**src/rtl/cpu_pkg.sv**
```systemverilog
// Shared types for the hardwired controller and its beat/phase sequencer.
package cpu_pkg;
  typedef enum logic [1:0] {BEAT_W1 = 2'd0, BEAT_W2 = 2'd1, BEAT_W3 = 2'd2} beat_t;
  typedef enum logic [1:0] {PH_T1 = 2'd0, PH_T2 = 2'd1, PH_T3 = 2'd2} phase_t;
  typedef enum logic {ST_IDLE = 1'b0, ST_RUN = 1'b1} state_t;
endpackage

```
**src/rtl/qd_edge.sv**
```systemverilog
// Registers the debounced start button and flags its 0->1 transition.
module qd_edge (
  input  logic clk,
  input  logic clr,
  input  logic qd,
  output logic rise
);
  logic qd_d;

  always_ff @(posedge clk) begin
    if (!clr) qd_d <= 1'b0;
    else      qd_d <= qd;
  end

  // Combinational so an edge coinciding with the halting T3 edge is seen while still running.
  assign rise = qd & ~qd_d;
endmodule

```
**src/rtl/timing_gen.sv**
```systemverilog
// Beat (W1..W3) and phase (T1..T3) sequencer driving the hardwired controller.
module timing_gen
  import cpu_pkg::*;
(
  input  logic clk,
  input  logic clr,
  input  logic qd,
  input  logic dp,
  input  logic short,
  input  logic long,
  input  logic stop,
  output logic w1,
  output logic w2,
  output logic w3,
  output logic t1,
  output logic t2,
  output logic t3,
  output logic running
);
  state_t state, state_n;
  beat_t  beat, beat_n, resume_beat, resume_n, nxt_beat;
  phase_t phase, phase_n;
  logic   start, halt;

  qd_edge u_qd_edge (.clk(clk), .clr(clr), .qd(qd), .rise(start));

  always_ff @(posedge clk) begin
    if (!clr) begin
      state       <= ST_IDLE;
      beat        <= BEAT_W1;
      phase       <= PH_T1;
      resume_beat <= BEAT_W1;
    end else begin
      state       <= state_n;
      beat        <= beat_n;
      phase       <= phase_n;
      resume_beat <= resume_n;
    end
  end

  // short only matters in W1, long only in W2
  always_comb begin
    nxt_beat = BEAT_W1;
    unique case (beat)
      BEAT_W1: nxt_beat = short ? BEAT_W1 : BEAT_W2;
      BEAT_W2: nxt_beat = long  ? BEAT_W3 : BEAT_W1;
      default: nxt_beat = BEAT_W1;
    endcase
  end

  assign halt = stop | (dp & (nxt_beat == BEAT_W1));

  always_comb begin
    state_n  = state;
    beat_n   = beat;
    phase_n  = phase;
    resume_n = resume_beat;
    unique case (state)
      ST_IDLE: if (start) begin
        state_n = ST_RUN;
        beat_n  = resume_beat;
        phase_n = PH_T1;
      end
      default: begin
        unique case (phase)
          PH_T1: phase_n = PH_T2;
          PH_T2: phase_n = PH_T3;
          default: begin
            phase_n = PH_T1;
            if (halt) begin
              state_n  = ST_IDLE;
              resume_n = nxt_beat;
            end else begin
              beat_n = nxt_beat;
            end
          end
        endcase
      end
    endcase
  end

  always_comb begin
    running = (state == ST_RUN);
    w1 = running & (beat == BEAT_W1);
    w2 = running & (beat == BEAT_W2);
    w3 = running & (beat == BEAT_W3);
    t1 = running & (phase == PH_T1);
    t2 = running & (phase == PH_T2);
    t3 = running & (phase == PH_T3);
  end
endmodule

```
**config.mk**
```make
export PLATFORM = sky130hd
export DESIGN_NAME = timing_gen
export DESIGN_NICKNAME = d
export VERILOG_FILES = /design/src/rtl/cpu_pkg.sv /design/src/rtl/qd_edge.sv /design/src/rtl/timing_gen.sv
export SDC_FILE = /design/constraint.sdc
export NUM_CORES = 1
export LEC_CHECK = 0
export ABC_AREA = 1
export CORE_AREA = 2 2 39 41
export CTS_BUF_LIST = sky130_fd_sc_hd__clkbuf_2
export DETAILED_ROUTE_END_ITERATION = 6
export DIE_AREA = 0 0 41 43
export GPL_ROUTABILITY_DRIVEN = 0
export PLACE_DENSITY = 0.68
export SLEW_MARGIN = 20
export SYNTH_ARGS = -nofsm -noshare
export SYNTH_HDL_FRONTEND = slang
export SYNTH_SLANG_ARGS = --single-unit
```
**constraint.sdc**
```tcl
create_clock -name clk -period 2.8 [get_ports clk]
set_input_delay 0.56 -clock clk [delete_from_list [all_inputs] [get_ports clk]]
set_output_delay 0.56 -clock clk [all_outputs]
set_load 0.02 [all_outputs]
```
==> summary.md, run 1 <==
| Metric | Value |
|---|---|
| Cell-internal power | 176 uW |
| Initial DRC count | 18 |
| Worst-Skew Late Latency | 250 ps |
| Leak | 0.000262 uW |
| Max Slew Vio Count | 0 |
| Die footprint | 0.00176 mm^2 |
| Switching Power | 78.9 uW |
| Root Driver | clkbuf_2 |
| CTS Buffer Depth | 2 |
| Crit path launch | running$_SDFF_PN0_ |
| Critical Path Start Type | register |
| Fin area | 582 um^2 |
| Yosys warns | 0 |
| Gate Count Post-Synth | 64 |
| Area growth syn-to-layout | 39.6% |
| Pwr Density | 438 mW/mm^2 |
| Final period util | 0.787 |
| Post-synthesis sequential area ratio | 0.384 |
| Worst hold-check path type | reg2reg |
| Synth Register Bits | 8 |
| Post-Syn Nets | 71 |
| Final Non-Filler Cells | 96 |
| F_max | 454 MHz |
| Synth Area per Inst | 6.51 um^2 |
| Worst vdd ir | 0.197 mV |
| Total routed wirelength | 883 um |
| Final Setup Violations | 0 |
| Outcome | completed |
| CP required | 2240 ps |
| Area taken by multi-input logic gates | 215 um^2 |
| Reg area | 160 um^2 |
| # nets final | 89 |
| Placed Area | 567 um^2 |
| Vias in the first global route | 316 |
| Beginning of the worst hold path | resume_beat[1]$_SDFFE_PN0P_ |
| Post-DP HPWL | 665 um |
| Die Ht | 43 um |
| Fin crit period | 2200 ps |
| RSZ-0062 raised after global routing | false |
| Fin Setup TNS | 0 ps |
| Count of final hold-check violations | 0 |
| Clock-pin slew on the worst setup and hold paths | 80 ps |
| Crit path DAT | 1640 ps |
| Site Rows | 14 |
| Post-DRT Antenna Nets | 0 |
| Post-CTS Repair Setup Buffers | 0 |
| CP Max Fanout | 9 |
| Grt total ovfl | 0 |
| Worst rel slew slack | 0.837 |
| Initial antenna violation count | 0 |
| Layout cells sized above 1 | 0.150 |
| Total CTS buffers | 3 |
| Measured slew at the worst slew-check pin | 244 ps |
| Sequential Power Share | 0.498 |
| CTS tree | built |
| Pin count of the biggest net entering global routing | 10 |
| RR Startpoint | beat[0]$_SDFFE_PN0P_ |
| Clock share of power | 0.279 |
| Post-cts resize count | 0 |
| WL/cell | 9.20 um |
| Drt pass-1 iters | 4 |
| GRT Overall Usage | 0.105 |
| Mapped Area | 417 um^2 |
| FILL cells | 139 |
| Die width | 41 um |
| Port Buffer Count | 13 |
| Total core area | 0.00138 mm^2 |
| Max H-tree Level | 1 |
| Placed Instances | 93 |
| Drt via density | 4.30 |
| CP endpoint kind | output pin |
| Max-Cap Viols | 0 |
| Switching Fraction | 0.310 |
| Io pins | 14 |
| Global-route wire length before repair | 1190 um |
| DRC viols | 0 |
| Clk sinks | 8 |
| Vias | 413 |
| Yosys cell types | 13 |
| Type of the worst setup path | reg2out |
| Starting Density | 0.301 |
| Layout Utilization | 0.420 |
| Comb pwr share | 0.223 |
| Final clock skew | 12.6 ps |
| Post-CTS Hold Buffers | 0 |
| Diodes inserted | 0 |
==> stage by stage <==
stage / hold WS, ps / setup WS, ps / power [uW]
after floorplan: 457 / 1080 / 161
after global placement: 477 / 907 / 186
after detailed placement: 470 / 881 / 186
after CTS: 489 / 596 / 256
after global routing: 518 / 505 / 265
final: 485 / 595 / 255
==> worst max-delay path: stages, from the launching register on <==
cell             delay, ps
dfxtp_1                460
inv_1                  150
nor3_1                 150
clkdlybuf4s50_1        620
==> power by group through the flow <==
stage	clock network (uW)	registers (uW)	logic [uW]
2_1_floorplan	0	129	31.7
3_3_place_gp	0	129	56.5
3_5_place_dp	0	129	56.8
4_1_cts	72.7	127	57.0
5_1_grt	75.3	128	62.1
6_report	71.0	127	56.7
==> cell families (layout without fill, tap and decap cells) <==
group	count (synthesis)	count (layout)	synth area share
flip-flops	8	8	0.384
AND/OR/NAND/NOR	40	40	0.456
buffers and inverters	11	27	0.0991
AO/OA/AOI/OAI	5	5	0.0601
==> synthesized netlist by cell type <==
cell type | number | area (um^2)
nand2_2 | 2 | 12.5
nand3_1 | 1 | 5.00
nand3_2 | 3 | 30.0
o21ai_0 | 2 | 10.0
inv_2 | 1 | 3.75
a21oi_1 | 3 | 15.0
inv_1 | 10 | 37.5
nor3_1 | 3 | 15.0
nor3_2 | 1 | 10.0
dfxtp_1 | 8 | 160
nor2_2 | 2 | 12.5
nor2_1 | 10 | 37.5
nand2_1 | 18 | 67.6
==> cells in the final DEF (no fill, tap or decap) <==
cell type	synthesis	routed
a21oi_1	3	3
clkbuf_2	0	3
clkdlybuf4s50_1	0	13
dfxtp_1	8	8
inv_1	10	10
inv_2	1	1
nand2_1	18	18
nand2_2	2	2
nand3_1	1	1
nand3_2	3	3
nor2_1	10	10
nor2_2	2	2
nor3_1	3	3
nor3_2	1	1
o21ai_0	2	2
==> sequential cells by signal, summed over array words and instances (netlist names) <==
register / flops
beat: 2
phase: 2
resume_beat: 2
running: 1
u_qd_edge.qd_d: 1
==> worst paths after layout <==
kind                                 end  slack, ps  cells after the start
max                                   w3        600                      3
min          resume_beat[1]$_SDFFE_PN0P_        480                      2
max reg2reg  resume_beat[1]$_SDFFE_PN0P_       1630                      9
min reg2reg  resume_beat[1]$_SDFFE_PN0P_        480                      2
==> metal layers <==
| metal | global-route usage | routed length [um] | share of wire |
|---|---|---|---|
| met3 | 0.0157 | 63 | 0.071 |
| met2 | 0.147 | 374 | 0.42 |
| met5 | 0 | 0 | 0 |
| met4 | 0.120 | 30 | 0.034 |
| met1 | 0.117 | 416 | 0.47 |
==> layout make-up <==
cell class / count / area share
Timing Repair Buffer: 13 / 0.224
Multi-Input combinational cell: 45 / 0.370
Clock buffer: 3 / 0.0258
Tap cell: 16 / 0.0344
Sequential cell: 8 / 0.275
Inverter: 11 / 0.0710
(Power assumes the default switching activity.)
==> run 2: changes to the inputs <==
- PLACE_DENSITY: 0.68 -> 0.71
- clock period: 2.8 -> 2 ns (I/O delays scaled with it)
==> run 2 against run 1 <==
Critical path depth stayed put; power is 36% higher; cell count stayed put; utilization is 0.18 points lower; register-to-register slack worse by 770 ps; global-route usage is 0.79 points higher; count of clock-buffer cells in the layout stayed put; routed wire length is 7.0% lower; clock power is 30% higher; sequential cell count stayed put; non-clock buffer count stayed put; final area is 0.43% lower; critical endpoint is now w2; largest power group unchanged.
==> summary.md, run 2 (same netlist as run 1, synthesis figures left out) <==
| Metric | Value |
|---|---|
| Most frequent cells in the layout | nand2_1, inv_1, nor2_1, clkdlybuf4s50_1, dfxtp_1 (was nand2_1, clkdlybuf4s50_1, inv_1, nor2_1, dfxtp_1) |
| Post-CTS Repair Setup Buffers | 0 (unchanged) |
| Io pins | 14 (unchanged) |
| Worst slack, placed | 251 ps (was 881 ps) |
| Site Rows | 14 (unchanged) |
| F_max | 539 MHz |
| CTS Buffer Depth | 2 (unchanged) |
| Final period util | 0.927 |
| Vias | 404 (was 413) |
| Min setup slack post-route | 146 ps (was 595 ps) |
| Die width | 41 um (unchanged) |
| Crit path DAT | 1450 ps (was 1640 ps) |
| Worst vdd ir | 0.262 mV (was 0.197 mV) |
| Worst path slowest cell | clkdlybuf4s50_1 (unchanged) |
| CP Max Fanout | 9 (unchanged) |
| Vias in the first global route | 309 (was 316) |
| Layout cells sized above 1 | 0.163 (was 0.150) |
| Final Setup Violations | 0 (unchanged) |
| Drt via density | 4.21 (was 4.30) |
| Port Buffer Count | 13 (unchanged) |
| Critical Path Start Type | register (unchanged) |
| Drt pass-1 iters | 4 (unchanged) |
| Total core area | 0.00138 mm^2 (unchanged) |
| Outcome | completed (unchanged) |
| Critical Path Max Stage Delay | 600 ps (was 620 ps) |
| Pin count of the biggest net entering global routing | 10 (unchanged) |
| Measured slew at the worst slew-check pin | 244 ps (about the same) |
| # nets final | 89 (unchanged) |
| Final clock skew | 1.03 ps (was 12.6 ps) |
| Worst rel slew slack | 0.838 (was 0.837) |
| Post-DP HPWL | 645 um (was 665 um) |
| Count of final hold-check violations | 0 (unchanged) |
| Max-Cap Viols | 0 (unchanged) |
| Clk sinks | 8 (unchanged) |
| Grt total ovfl | 0 (unchanged) |
| Starting Density | 0.301 (unchanged) |
| Leak | 0.000274 uW (was 0.000262 uW) |
| Area growth syn-to-layout | 39.0% (was 39.6%) |
| Diodes inserted | 0 (unchanged) |
| GRT Overall Usage | 0.113 (was 0.105) |
| CP required | 1600 ps (was 2240 ps) |
| DRC viols | 0 (unchanged) |
| Largest registers | beat (2), phase (2), resume_beat (2) (unchanged) |
| Total routed wirelength | 821 um (was 883 um) |
| Type of the worst setup path | reg2out (unchanged) |
| Initial antenna violation count | 0 (unchanged) |
| Root Driver | clkbuf_2 (unchanged) |
| R2R setup slack | 860 ps (was 1630 ps) |
| Clock-pin slew on the worst setup and hold paths | 70 ps (was 80 ps) |
| Fin Setup TNS | 0 ps (unchanged) |
| Post-DRT Antenna Nets | 0 (unchanged) |
| Worst hold-check path type | reg2reg (unchanged) |
| Worst-Skew Late Latency | 230 ps (was 250 ps) |
| Pwr Density | 597 mW/mm^2 (was 438 mW/mm^2) |
| Die footprint | 0.00176 mm^2 (unchanged) |
| Most common cell after layout, fill and taps aside | nand2_1 (unchanged) |
| Initial DRC count | 6 (was 18) |
| Max H-tree Level | 1 (unchanged) |
| RSZ-0062 raised after global routing | false (unchanged) |
| WL/cell | 8.55 um (was 9.20 um) |
| Fin crit period | 1850 ps |
| CP endpoint kind | output pin (unchanged) |
| Global-route wire length before repair | 1250 um (was 1190 um) |
| Total CTS buffers | 3 (unchanged) |
| Die Ht | 43 um (unchanged) |
| CP Cell Sequence | inv_1 -> nor2_1 -> clkdlybuf4s50_1 (was inv_1 -> nor3_1 -> clkdlybuf4s50_1) |
| Max Slew Vio Count | 0 (unchanged) |
| CTS tree | built (unchanged) |
[run 2: cell count changes in the layout (fill, tap and decap cells not counted)]
cell,before,now
clkdlybuf4s50_1,13,10
dfxtp_2,0,1
dlygate4sd2_1,0,3
dfxtp_1,8,7
[run 2: layer usage]
metal / GRT usage / up-vias / part of all wire / wire [um]
met5: 0 / - / 0 / 0
met4: 0.120 / 0 / 0.017 / 14
met3: 0.0314 / 2 / 0.049 / 40
met2: 0.150 / 10 / 0.47 / 382
met1: 0.129 / 165 / 0.47 / 385
li1: - / 227 / - / -
[run 2: stage by stage]
stage	utilization	cells	instance area (um^2)	power, uW	hold WS, ps
after detailed placement	0.410	93	567	260	472
after global routing	0.419	96	579	373	534
after global placement	0.410	93	567	259	475
final	0.419	96	579	346	486
after floorplan	-	64	417	226	457
after CTS	0.418	96	578	357	492
[run 2: critical path: cells and delay by family (launching register included)]
family / cells / cell delay (ps)
flip-flops: 1 / 390
buffers and inverters: 2 / 720
AND/OR/NAND/NOR: 1 / 110
[run 2: final timing paths]
check,cells after the start,start,end
worst min-delay path,2,resume_beat[1]$_SDFFE_PN0P_,resume_beat[1]$_SDFFE_PN0P_
worst max register to register,9,beat[0]$_SDFFE_PN0P_,resume_beat[1]$_SDFFE_PN0P_
worst min register to register,2,resume_beat[1]$_SDFFE_PN0P_,resume_beat[1]$_SDFFE_PN0P_
worst max-delay path,3,running$_SDFF_PN0_,w2
[run 2: cell type report]
cell class,count,area [um^2]
Clock buffer,3,15.0
Timing Repair Buffer,13,126
Tap cell,16,20.0
Inverter,11,41.3
Sequential cell,8,161
Fill cell,156,805
Multi-Input combinational cell,45,215
[run 2: power breakdown]
group          switching (uW)  internal (uW)
logic                    41.3           34.7
clock network            51.4           40.9
registers                9.88            168
total                     103            243
[run 2: timing repair]
item                                    in CTS  in global routing
hold buffers                                 0                  0
resized for setup                            3                  1
endpoints found under the setup margin       3                  3
==> run 3: changes to the inputs <==
- ABC_AREA: 1 -> unset
- PLACE_DENSITY: 0.71 -> 0.73
==> run 3 against run 2 <==
Final area rose by 5.8%; non-clock buffer count rose by 2; power fell by 3.7%; routed wire length rose by 22%; hold slack improved by 5.5 ps; critical path type unchanged; critical endpoint is now t2; largest cell class unchanged.
==> summary.md, run 3 <==
| Metric | Value |
|---|---|
| Most common cell after layout, fill and taps aside | clkdlybuf4s50_1 (was nand2_1) |
| Max H-tree Level | 1 (unchanged) |
| Io pins | 14 (unchanged) |
| Vias | 421 (was 404) |
| Most frequent cells in the layout | clkdlybuf4s50_1, nor2_1, a21oi_1, dfxtp_1 (was nand2_1, inv_1, nor2_1, clkdlybuf4s50_1, dfxtp_1) |
| DRC viols | 0 (unchanged) |
| Leak | 0.000243 uW (was 0.000274 uW) |
| Worst vdd ir | 0.187 mV (was 0.262 mV) |
| Layout cells sized above 1 | 0.149 (was 0.163) |
| Synth area leaders | dfxtp_1, a21oi_1, nor2_1, a311oi_4, nand4b_1 (was dfxtp_1, nand2_1, inv_1, nor2_1, nand3_2) |
| Initial DRC count | 3 (was 6) |
| Post-synth top area cell | dfxtp_1 (unchanged) |
| Type of the worst setup path | reg2out (unchanged) |
| Global-route wire length before repair | 1610 um (was 1250 um) |
| Fin Setup TNS | 0 ps (unchanged) |
| Clock-pin slew on the worst setup and hold paths | 80 ps (was 70 ps) |
| CP endpoint kind | output pin (unchanged) |
| Critical Path Start Type | register (unchanged) |
| CTS Buffer Depth | 2 (unchanged) |
| CTS tree | built (unchanged) |
| F_max | 533 MHz (was 539 MHz) |
| Crit path DAT | 1480 ps (was 1450 ps) |
| Fin area | 613 um^2 (was 579 um^2) |
| Asr flop ratio synth | 0 (unchanged) |
| Largest registers | beat (2), phase (2), resume_beat (2) (unchanged) |
| Placed Area | 591 um^2 (was 567 um^2) |
| CP required | 1600 ps (about the same) |
| Synth Area per Inst | 8.66 um^2 (was 6.51 um^2) |
| Worst hold-check path type | reg2reg (unchanged) |
| RSZ-0062 raised after global routing | false (unchanged) |
| Vias in the first global route | 403 (was 309) |
| DR WL met3 | 45 um (was 40 um) |
| Final clock skew | 7.28 ps (was 1.03 ps) |
| Area growth syn-to-layout | 38.8% (was 39.0%) |
| Die Ht | 43 um (unchanged) |
| Number of enable flip-flop cells after synthesis | 0 (unchanged) |
| Synth Register Bits | 8 (unchanged) |
| Pin count of the biggest net entering global routing | 11 (was 10) |
| Main flop type after synthesis | dfxtp_1 (unchanged) |
| Count of final hold-check violations | 0 (unchanged) |
| Port Buffer Count | 13 (unchanged) |
| Initial antenna violation count | 0 (unchanged) |
| Post-synthesis sequential area ratio | 0.363 (was 0.384) |
| Starting Density | 0.319 (was 0.301) |
| Die footprint | 0.00176 mm^2 (unchanged) |
| Total core area | 0.00138 mm^2 (unchanged) |
| Measured slew at the worst slew-check pin | 387 ps (was 244 ps) |
| Final period util | 0.939 (was 0.927) |
| Root Driver | clkbuf_2 (unchanged) |
| # nets final | 76 (was 89) |
| GRT Overall Usage | 0.132 (was 0.113) |
| Final Setup Violations | 0 (unchanged) |
| Layout Utilization | 0.443 (was 0.419) |
| Most frequent cells after synthesis | dfxtp_1, nor2_1, a21oi_1 (was nand2_1, inv_1, nor2_1) |
| Pwr Density | 544 mW/mm^2 (was 597 mW/mm^2) |
| Post-DP HPWL | 796 um (was 645 um) |
| Die width | 41 um (unchanged) |
| Yosys warns | 0 (unchanged) |
| Yosys cell types | 20 (was 13) |
| Clk sinks | 8 (unchanged) |
| Outcome | completed (unchanged) |
| Mapped Area | 442 um^2 (was 417 um^2) |
| Post-DRT Antenna Nets | 0 (unchanged) |
| Drt via density | 5.07 (was 4.21) |
| Worst-Skew Late Latency | 240 ps (was 230 ps) |
| CP Max Fanout | 10 (was 9) |
| Fin crit period | 1880 ps (was 1850 ps) |
| Worst rel slew slack | 0.741 (was 0.838) |
| Max Slew Vio Count | 0 (unchanged) |
| Max-Cap Viols | 0 (unchanged) |
| Post-synth top area share | 0.363 (was 0.384) |
| Diodes inserted | 0 (unchanged) |
| Metal2 WL | 506 um (was 382 um) |
| Total routed wirelength | 1000 um (was 821 um) |
| Total CTS buffers | 3 (unchanged) |
| Grt total ovfl | 0 (unchanged) |
| Drt pass-1 iters | 4 (unchanged) |
| Post-Syn Nets | 58 (was 71) |
| Min Hold Slack | 491 ps (was 486 ps) |
| Highest routed layer | met4 (unchanged) |
| Site Rows | 14 (unchanged) |
| M1 WL | 442 um (was 385 um) |
| Gate Count Post-Synth | 51 (was 64) |
| WL/cell | 12.0 um (was 8.55 um) |
[run 3: cell count changes in the layout (fill, tap and decap cells not counted), moves of 3 or more]
| cell | before | now |
|---|---|---|
| nand4b_1 | 0 | 3 |
| nand2b_1 | 0 | 3 |
| inv_1 | 10 | 2 |
| nand3_2 | 3 | 0 |
| dlygate4sd2_1 | 3 | 0 |
| nand2_1 | 18 | 3 |
| nor3b_1 | 0 | 3 |
| a21oi_1 | 3 | 6 |
[run 3: final timing paths]
path                                             startpoint                           to  slack [ps]  depth (start not counted)
worst max register to register           running$_SDFF_PN0_         beat[1]$_SDFFE_PN0P_         610                          5
worst min register to register  resume_beat[1]$_SDFFE_PN0P_  resume_beat[1]$_SDFFE_PN0P_         490                          2
worst min-delay path            resume_beat[1]$_SDFFE_PN0P_  resume_beat[1]$_SDFFE_PN0P_         490                          2
worst max-delay path                     running$_SDFF_PN0_                           t2         120                          3
[run 3: timing repair]
action | CTS | global route
hold buffers | 0 | 0
buffers inserted | 0 | 0
cloned | 0 | 0
gates resized for setup | 1 | 3
hold endpoints to repair | 0 | 0
setup endpoints to repair | 2 | 3
[run 3: kinds of logic (layout without fill, tap and decap cells)]
family,Yosys count,in the layout,synth area share
buffers and inverters,4,20,0.0538
DFF,8,8,0.363
AOI/OAI and AO/OA,10,10,0.179
and+or+nand+nor,27,27,0.360
muxes,2,2,0.0453
[run 3: final cells by class]
class / instances / area [um^2]
Timing Repair Buffer: 15 / 150
Sequential cell: 8 / 163
Tap cell: 16 / 20.0
Inverter: 2 / 7.51
Fill cell: 142 / 771
Clock buffer: 3 / 15.0
Multi-Input combinational cell: 39 / 258
[run 3: worst max-delay path, stage by stage (launching register included)]
cell and delay, ps:
dfxtp_2 430, nand2_1 70, nor2_1 120, clkdlybuf4s50_1 620
[run 3: metrics by stage]
step | cells | total power, uW | setup slack (ps)
2_1_floorplan | 51 | 208 | 323
3_3_place_gp | 80 | 239 | 186
3_5_place_dp | 80 | 240 | 182
4_1_cts | 83 | 337 | 6.56
5_1_grt | 83 | 353 | 29.7
6_report | 83 | 333 | 122
[run 3: power by group]
part	switching [uW]	leakage [uW]	total, uW	internal, uW
combinational	30.0	0.000165	62.8	32.8
clock	56.6	0.0000125	97.5	40.9
sequential	8.03	0.0000660	173	165
total	94.7	0.000243	333	239
[run 3: routing by layer]
layer | vias up | track usage
met3 | 2 | 0.0471
met4 | 0 | 0.0400
li1 | 215 | -
met1 | 194 | 0.142
met2 | 10 | 0.225
met5 | - | 0
